**config.mk**
```make
export PLATFORM = sky130hd
export DESIGN_NAME = rotate_sequencer4
export DESIGN_NICKNAME = d
export VERILOG_FILES = /design/src/rtl/rot_seq_pkg.sv /design/src/rtl/cyclic_rotator4.sv /design/src/rtl/rotate_sequencer4.sv
export SDC_FILE = /design/constraint.sdc
export NUM_CORES = 1
export LEC_CHECK = 0
export CAP_MARGIN = 20
export CORE_UTILIZATION = 45
export DETAILED_ROUTE_END_ITERATION = 16
export PLACE_DENSITY = 0.8
export REMOVE_ABC_BUFFERS = 1
export SLEW_MARGIN = 40
export SYNTH_ARGS = -nofsm -noshare
export SYNTH_HDL_FRONTEND = slang
export SYNTH_SLANG_ARGS = --single-unit
```
**constraint.sdc**
```tcl
create_clock -name clk -period 1.6 [get_ports clk]
set_input_delay 0.24 -clock clk [delete_from_list [all_inputs] [get_ports clk]]
set_output_delay 0.24 -clock clk [all_outputs]
set_load 0.02 [all_outputs]
```
**src/rtl/rot_seq_pkg.sv**
```systemverilog
// rot_seq_pkg: shared types and constants for the rotation sequencer
package rot_seq_pkg;
    localparam int DATA_W = 4;
    localparam int AMT_W = 2;
    localparam logic DIR_LEFT = 1'b1;
    localparam logic DIR_RIGHT = 1'b0;
    typedef enum logic [1:0] {IDLE, ROT, HOLD} state_t;
endpackage

```
**src/rtl/cyclic_rotator4.sv**
```systemverilog
// cyclic_rotator4: single-step 4-bit rotator (one position per use)
// Ports: en (1 = rotate, 0 = pass through), rot_dir (1 = left, 0 = right),
//        in_data (word in), out_data (word rotated by one position).
module cyclic_rotator4
    import rot_seq_pkg::*;
(
    input  logic              en,
    input  logic              rot_dir,
    input  logic [DATA_W-1:0] in_data,
    output logic [DATA_W-1:0] out_data
);
    always_comb
        out_data = !en ? in_data :
                   (rot_dir == DIR_LEFT) ? {in_data[2:0], in_data[3]} : {in_data[0], in_data[3:1]};
endmodule

```
**src/rtl/rotate_sequencer4.sv**
```systemverilog
// rotate_sequencer4: multi-cycle rotation sequencer driving cyclic_rotator4 one step per clock
// Ports: clk/rst (sync active-high); in_valid/in_ready/in_data/in_amt/in_dir request port;
//        out_valid/out_ready/out_data result port; busy; done_cnt (wrapping STAT_W counter).
// Build option: ROT_SEQ_SHORTPATH_EN executes amount 3 as one step the other way.
module rotate_sequencer4
    import rot_seq_pkg::*;
#(
    parameter int STAT_W = 8
) (
    input  logic              clk,
    input  logic              rst,
    input  logic              in_valid,
    output logic              in_ready,
    input  logic [DATA_W-1:0] in_data,
    input  logic [AMT_W-1:0]  in_amt,
    input  logic              in_dir,
    output logic              out_valid,
    input  logic              out_ready,
    output logic [DATA_W-1:0] out_data,
    output logic              busy,
    output logic [STAT_W-1:0] done_cnt
);
    state_t             state_q, state_d;
    logic [DATA_W-1:0]  data_q, data_d, rot_out;
    logic               dir_q, dir_d, dir_eff;
    logic [AMT_W-1:0]   rem_q, rem_d, n_eff;
    logic [STAT_W-1:0]  cnt_q, cnt_d;

    cyclic_rotator4 u_rot (
        .en       (state_q == ROT),
        .rot_dir  (dir_q),
        .in_data  (data_q),
        .out_data (rot_out)
    );

`ifdef ROT_SEQ_SHORTPATH_EN
    // Rotating 3 one way equals rotating 1 the other way.
    always_comb begin
        n_eff   = (in_amt == 2'd3) ? 2'd1 : in_amt;
        dir_eff = (in_amt == 2'd3) ? ~in_dir : in_dir;
    end
`else
    always_comb begin
        n_eff   = in_amt;
        dir_eff = in_dir;
    end
`endif

    always_comb begin
        in_ready  = (state_q == IDLE) && !rst;
        out_valid = (state_q == HOLD);
        busy      = (state_q != IDLE);
        out_data  = data_q;
        done_cnt  = cnt_q;
    end

    always_comb begin
        state_d = state_q;
        data_d  = data_q;
        dir_d   = dir_q;
        rem_d   = rem_q;
        cnt_d   = cnt_q;
        unique case (state_q)
            IDLE: if (in_valid && in_ready) begin
                data_d  = in_data;
                dir_d   = dir_eff;
                rem_d   = n_eff;
                state_d = (n_eff == '0) ? HOLD : ROT;
            end
            ROT: begin
                data_d  = rot_out;
                rem_d   = rem_q - 1'b1;
                state_d = (rem_q == 2'd1) ? HOLD : ROT;
            end
            HOLD: if (out_ready) begin
                state_d = IDLE;
                cnt_d   = cnt_q + 1'b1;
            end
            default: state_d = IDLE;
        endcase
    end

    always_ff @(posedge clk) begin
        if (rst) begin
            state_q <= IDLE;
            data_q  <= '0;
            dir_q   <= 1'b0;
            rem_q   <= '0;
            cnt_q   <= '0;
        end else begin
            state_q <= state_d;
            data_q  <= data_d;
            dir_q   <= dir_d;
            rem_q   <= rem_d;
            cnt_q   <= cnt_d;
        end
    end
endmodule

```
After elaboration in Yosys (flattened, before gate mapping). Index checks and enable logic that the tools add are counted.

Register bits: 17.

Add/subtract/negate cells: 2. Equality and inequality tests: 5. Mux-type cells: 10. Reduce and logical (&&, ||, !) cells: 11.

Operator list (number): two-way mux 2 bit (5); adder 8 x 1 -> 8 bit (second input constant) (1); two-way mux 4 bit (2); case mux 4 bit (2 select lines) (1); AND reduction 2 bit (4); case mux 2 bit (3 select lines) (1); == test 2 x 1 -> 1 bit (second input constant) (2); logical NOT 2 bit (2); inequality test 2 x 1 -> 1 bit (second input constant) (2); case mux 2 bit (2 select lines) (1); nonzero test 2 bit (2); == test 2 bit (second input constant) (1); logical AND 1 bit (2); subtractor 2 x 1 -> 2 bit (second input constant) (1); logical NOT 1 bit (1).

Depth between registers and ports, before layout.
Word-level depth: 5. Mapped depth: 5.

Modules after synthesis. A second synthesis with hierarchy kept.

Cell total of the unflattened synthesis: 105. Area total of the unflattened synthesis: 898.4 sq um.

By module, submodules not included: rotate_sequencer4 (times used 1, cells each 91, area each 814.5 sq um, seq. area each 340.3 sq um); cyclic_rotator4 (times used 1, cells each 14, area each 83.8 sq um, seq. area each 0.0 sq um).

Worst setup path before layout. Ideal clock, no wire load.

Path type: flip-flop to flip-flop. From: register cnt_q[0], in the netlist done_cnt[0]. To: register cnt_q[4], in the netlist done_cnt[4]. Setup time: 0.071 ns. Arrival time: 1.247 ns. Path slack: 0.282 ns. Stages on the path, launching flop included: 5. Path buffers: 0. Period minus slack after synthesis: 1.318 ns. Cells stage by stage: dfxtp_1 -> ha_1 -> nand3_4 -> or3_1 -> a21oi_1.

Word-level cells in the longest chain between the ends: 1.

Ends and longest elaborated chain: start: declaration (line rotate_sequencer4.sv:27) `logic [STAT_W-1:0] cnt_q, cnt_d;`; start signal: assignment (line rotate_sequencer4.sv:95) `cnt_q <= cnt_d;`; adder 8 x 1 -> 8 bit (line rotate_sequencer4.sv:77) `cnt_d = cnt_q + 1'b1;`.

Every way passes these cells. A chain may end at the register's enable or synchronous reset.

Final worst setup path.
From: register data_q[3], in the netlist out_data[3]. To: output out_data[3].

RTL lines: start: declaration (line rotate_sequencer4.sv:24) `logic [DATA_W-1:0] data_q, data_d, rot_out;`; start signal: assignment (line rotate_sequencer4.sv:92) `data_q <= data_d;`; end: declaration (line rotate_sequencer4.sv:19) `output logic [DATA_W-1:0] out_data,`.

No word-level cell between the ends.

==> results by group <==
Status
  • Outcome: finished, final reports clean

Timing
  • Total negative slack: 0 ns
  • Final period utilization: 96.1%
  • Setup Skew: 0.00438 ns
  • Setup-failing EPs final: 0
  • RSZ-0062 raised after global routing: false
  • Fin crit period: ~1.5 ns
  • Final-report max-slew violation count: 0
  • Fin. Hold Viols: 0
  • Fmax: roughly 650 MHz
  • Slew headroom: 74.3%
  • Tightest Pin Transition: 0.384 ns

Global routing
  • Total GRT Usage: 20.1%
  • Met2 Usage GRT: 36.2%
  • Antenna violations before repair: 0
  • Global route total overflow: 0
  • GR peak layer: met2
  • Grt met1 use: 21.4%
  • Largest net degree at the start of global routing: 18
  • First-pass GRT wire length: approximately 2.9 mm
  • Met3 Track Usage GR: 7.20%
  • Vias in the first global route: 730

Synthesis
  • Top_reg_cell synth: dfxtp_1
  • Post-synthesis sequential area ratio: 40.6%
  • EDFF count, synth: 0
  • #FFs+latches synth: 17
  • Syn. warnings: 0
  • Area leader, netlist: dfxtp_1
  • Netlist area before placement: 838 um^2
  • Gate Count Post-Synth: 100
  • Cell variety after synth: 27
  • Top-area cell type share of the netlist area: 40.6%
  • Ys async rst share: 0%
  • Mapped Avg Cell Area: 8.38 um^2
  • Synth top area cells: dfxtp_1 (41%), mux2i_1 (8.4%), a21oi_1 (6.0%)
  • Top-count cell post-synth: dfxtp_1
  • Top cells by count, synth: dfxtp_1 (17), nor2_1 (13), nand2_1 (11)

Clock network
  • Total CTS buffers: 3
  • Clock latency on the worst-skew pair: 0.30 ns
  • H-tree depth: 1
  • Hold Buf Count CTS: 0
  • Clock sinks: 17
  • Postcts setup bufs: 0
  • Clock-pin slew on the worst setup and hold paths: 0.11 ns
  • CTS tree: built
  • Clock buffer depth: 2
  • Root Buffer Master: clkbuf_4

Floorplan
  • I/O pins: 26
  • Die area: 2040 um^2
  • Num rows: 15
  • Core ar.: around 1700 um^2
  • Die width: 45.2 um
  • Die height: 45.2 um
  • Initial Util: between 40% and 50%

Setup path
  • Critical path fanouts, max: 4
  • Buf+Inv Stages, Crit Path: 1
  • CP endpoint kind: output port
  • CP max stage delay: 0.62 ns
  • Critical Path Start Type: flip-flop
  • Crit path max-delay family: buffers and inverters
  • Crit path DAT: 1.30 ns
  • Instance count on the critical path: 1
  • WP data required: 1.36 ns
  • CP Cell Sequence: clkdlybuf4s50_1
  • R2R depth: 5
  • Slowest-stage cell, CP: clkdlybuf4s50_1
  • CP Class: reg2out

Power and ir drop
  • Worst vdd ir: between 0.7 and 0.8 mV
  • Cell Pwr Density: 772 nW/um^2
  • P_leak: around 0.57 nW

Route
  • Routed wire per std cell: 11.2 um
  • DRT iter0 DRCs: 14
  • DR vias/cell: 5.14
  • Routed vias: about 800
  • Final wirelength: between 1.5 and 2 mm
  • Pre-Repair DR Iteration Count: 4
  • DRC viols: 0
  • Detail Route Antenna Nets: 0

Layout
  • Filler cells: 149
  • Layout area overhead: 40.9%
  • Register area: 340 um^2
  • Final net count: 144
  • Share of layout cells above drive strength 1: 11.5%
  • Footprint of the multi-input gates: 455 um^2
  • Final core occ: 67.7%
  • Antenna diodes: 0

Hold path
  • Hold WC Path Type: reg2reg
  • Worst Hold Path Cells: 2

Placed design
  • IO Port Bufs: 25
  • RePlAce Congestion: 0.803
  • Final HPWL DP: 1.29 mm

Job
  • Max Cap Violations: 0
==> metrics by stage <==
| step | power [mW] | cells | setup slack [ns] | cell area [um^2] | hold slack [ns] |
|---|---|---|---|---|---|
| 3_3_place_gp | 0.685 | 151 | -0.0177 | 1140 | 0.474 |
| 2_1_floorplan | 0.587 | 95 | 0.238 | 818 | 0.309 |
| 4_1_cts | 0.924 | 155 | 0.00269 | 1170 | 0.496 |
| 3_5_place_dp | 0.690 | 151 | -0.0235 | 1140 | 0.482 |
| 6_report | 0.912 | 155 | 0.0629 | 1180 | 0.490 |
| 5_1_grt | 0.968 | 155 | 0.000362 | 1180 | 0.520 |
==> worst paths after layout <==
| path | from | endpoint | slack (ns) |
|---|---|---|---|
| worst max-delay path | out_data[3] | out_data[3] | 0.06 |
| worst max register to register | state_q[0] | state_q[1] | 0.28 |
| worst min register to register | out_data[2] | out_data[2] | 0.49 |
| worst min-delay path | out_data[2] | out_data[2] | 0.49 |
==> worst reg2reg max path: stages (launching register included) <==
cell       delay, ns
dfxtp_1         0.34
buf_4           0.17
nor2_1          0.13
or2_0           0.32
a2bb2oi_1       0.20
nor2_1          0.06
==> state kept, by name, indices dropped and copies added, names as in the netlist <==
name / cells
done_cnt: 8
out_data: 4
rem_q: 2
state_q: 2
dir_q: 1
==> layer usage <==
layer,wire length [um],vias up
met5,0,-
met4,13,0
met3,93,2
met2,914,25
met1,715,367
li1,-,402
==> cells by family (layout without fill, tap and decap cells) <==
logic type	Yosys count	count (layout)	share of synthesized area, %
buffers and inverters	11	41	5.07
AND/OR/NAND/NOR	39	39	24.5
adder cells (fa/ha/maj)	2	2	2.98
multiplexers	7	7	8.36
XOR/XNOR	5	5	5.22
flip-flops	17	17	40.6
AO/OA/AOI/OAI	19	19	13.3
==> power breakdown <==
part	total [mW]	switching, mW	internal, mW
Combinational	0.204	0.102	0.102
Sequential	0.468	0.0210	0.447
Clock	0.240	0.147	0.0931
Total	0.912	0.270	0.642
==> cell type report <==
| cell class | instances | share of cell area [%] |
|---|---|---|
| inverter | 6 | 1.91 |
| multi-input combinational | 72 | 38.6 |
| sequential | 17 | 28.8 |
| clock inverter | 1 | 0.424 |
| tap | 25 | 2.65 |
| clock buffer | 3 | 1.91 |
| timing repair buffer | 31 | 25.7 |
==> placed cells by master, fill, tap and decap left out, types with 3 or more instances in the layout <==
cell type	count
a21oi_1	10
nor2_1	13
xnor2_1	4
dlygate4sd2_1	3
o21ai_0	3
clkbuf_4	3
buf_4	6
mux2i_1	7
clkdlybuf4s50_1	14
nor3_1	3
inv_1	6
nand2_1	11
dlymetal6s2s_1	7
or3_1	3
o211ai_1	4
dfxtp_1	17
==> what timing repair did <==
action	in CTS	in global routing
gates resized for setup	4	9
endpoints found under the setup margin	4	8
pin swaps	0	0
Power figures use the tool's default switching activity.
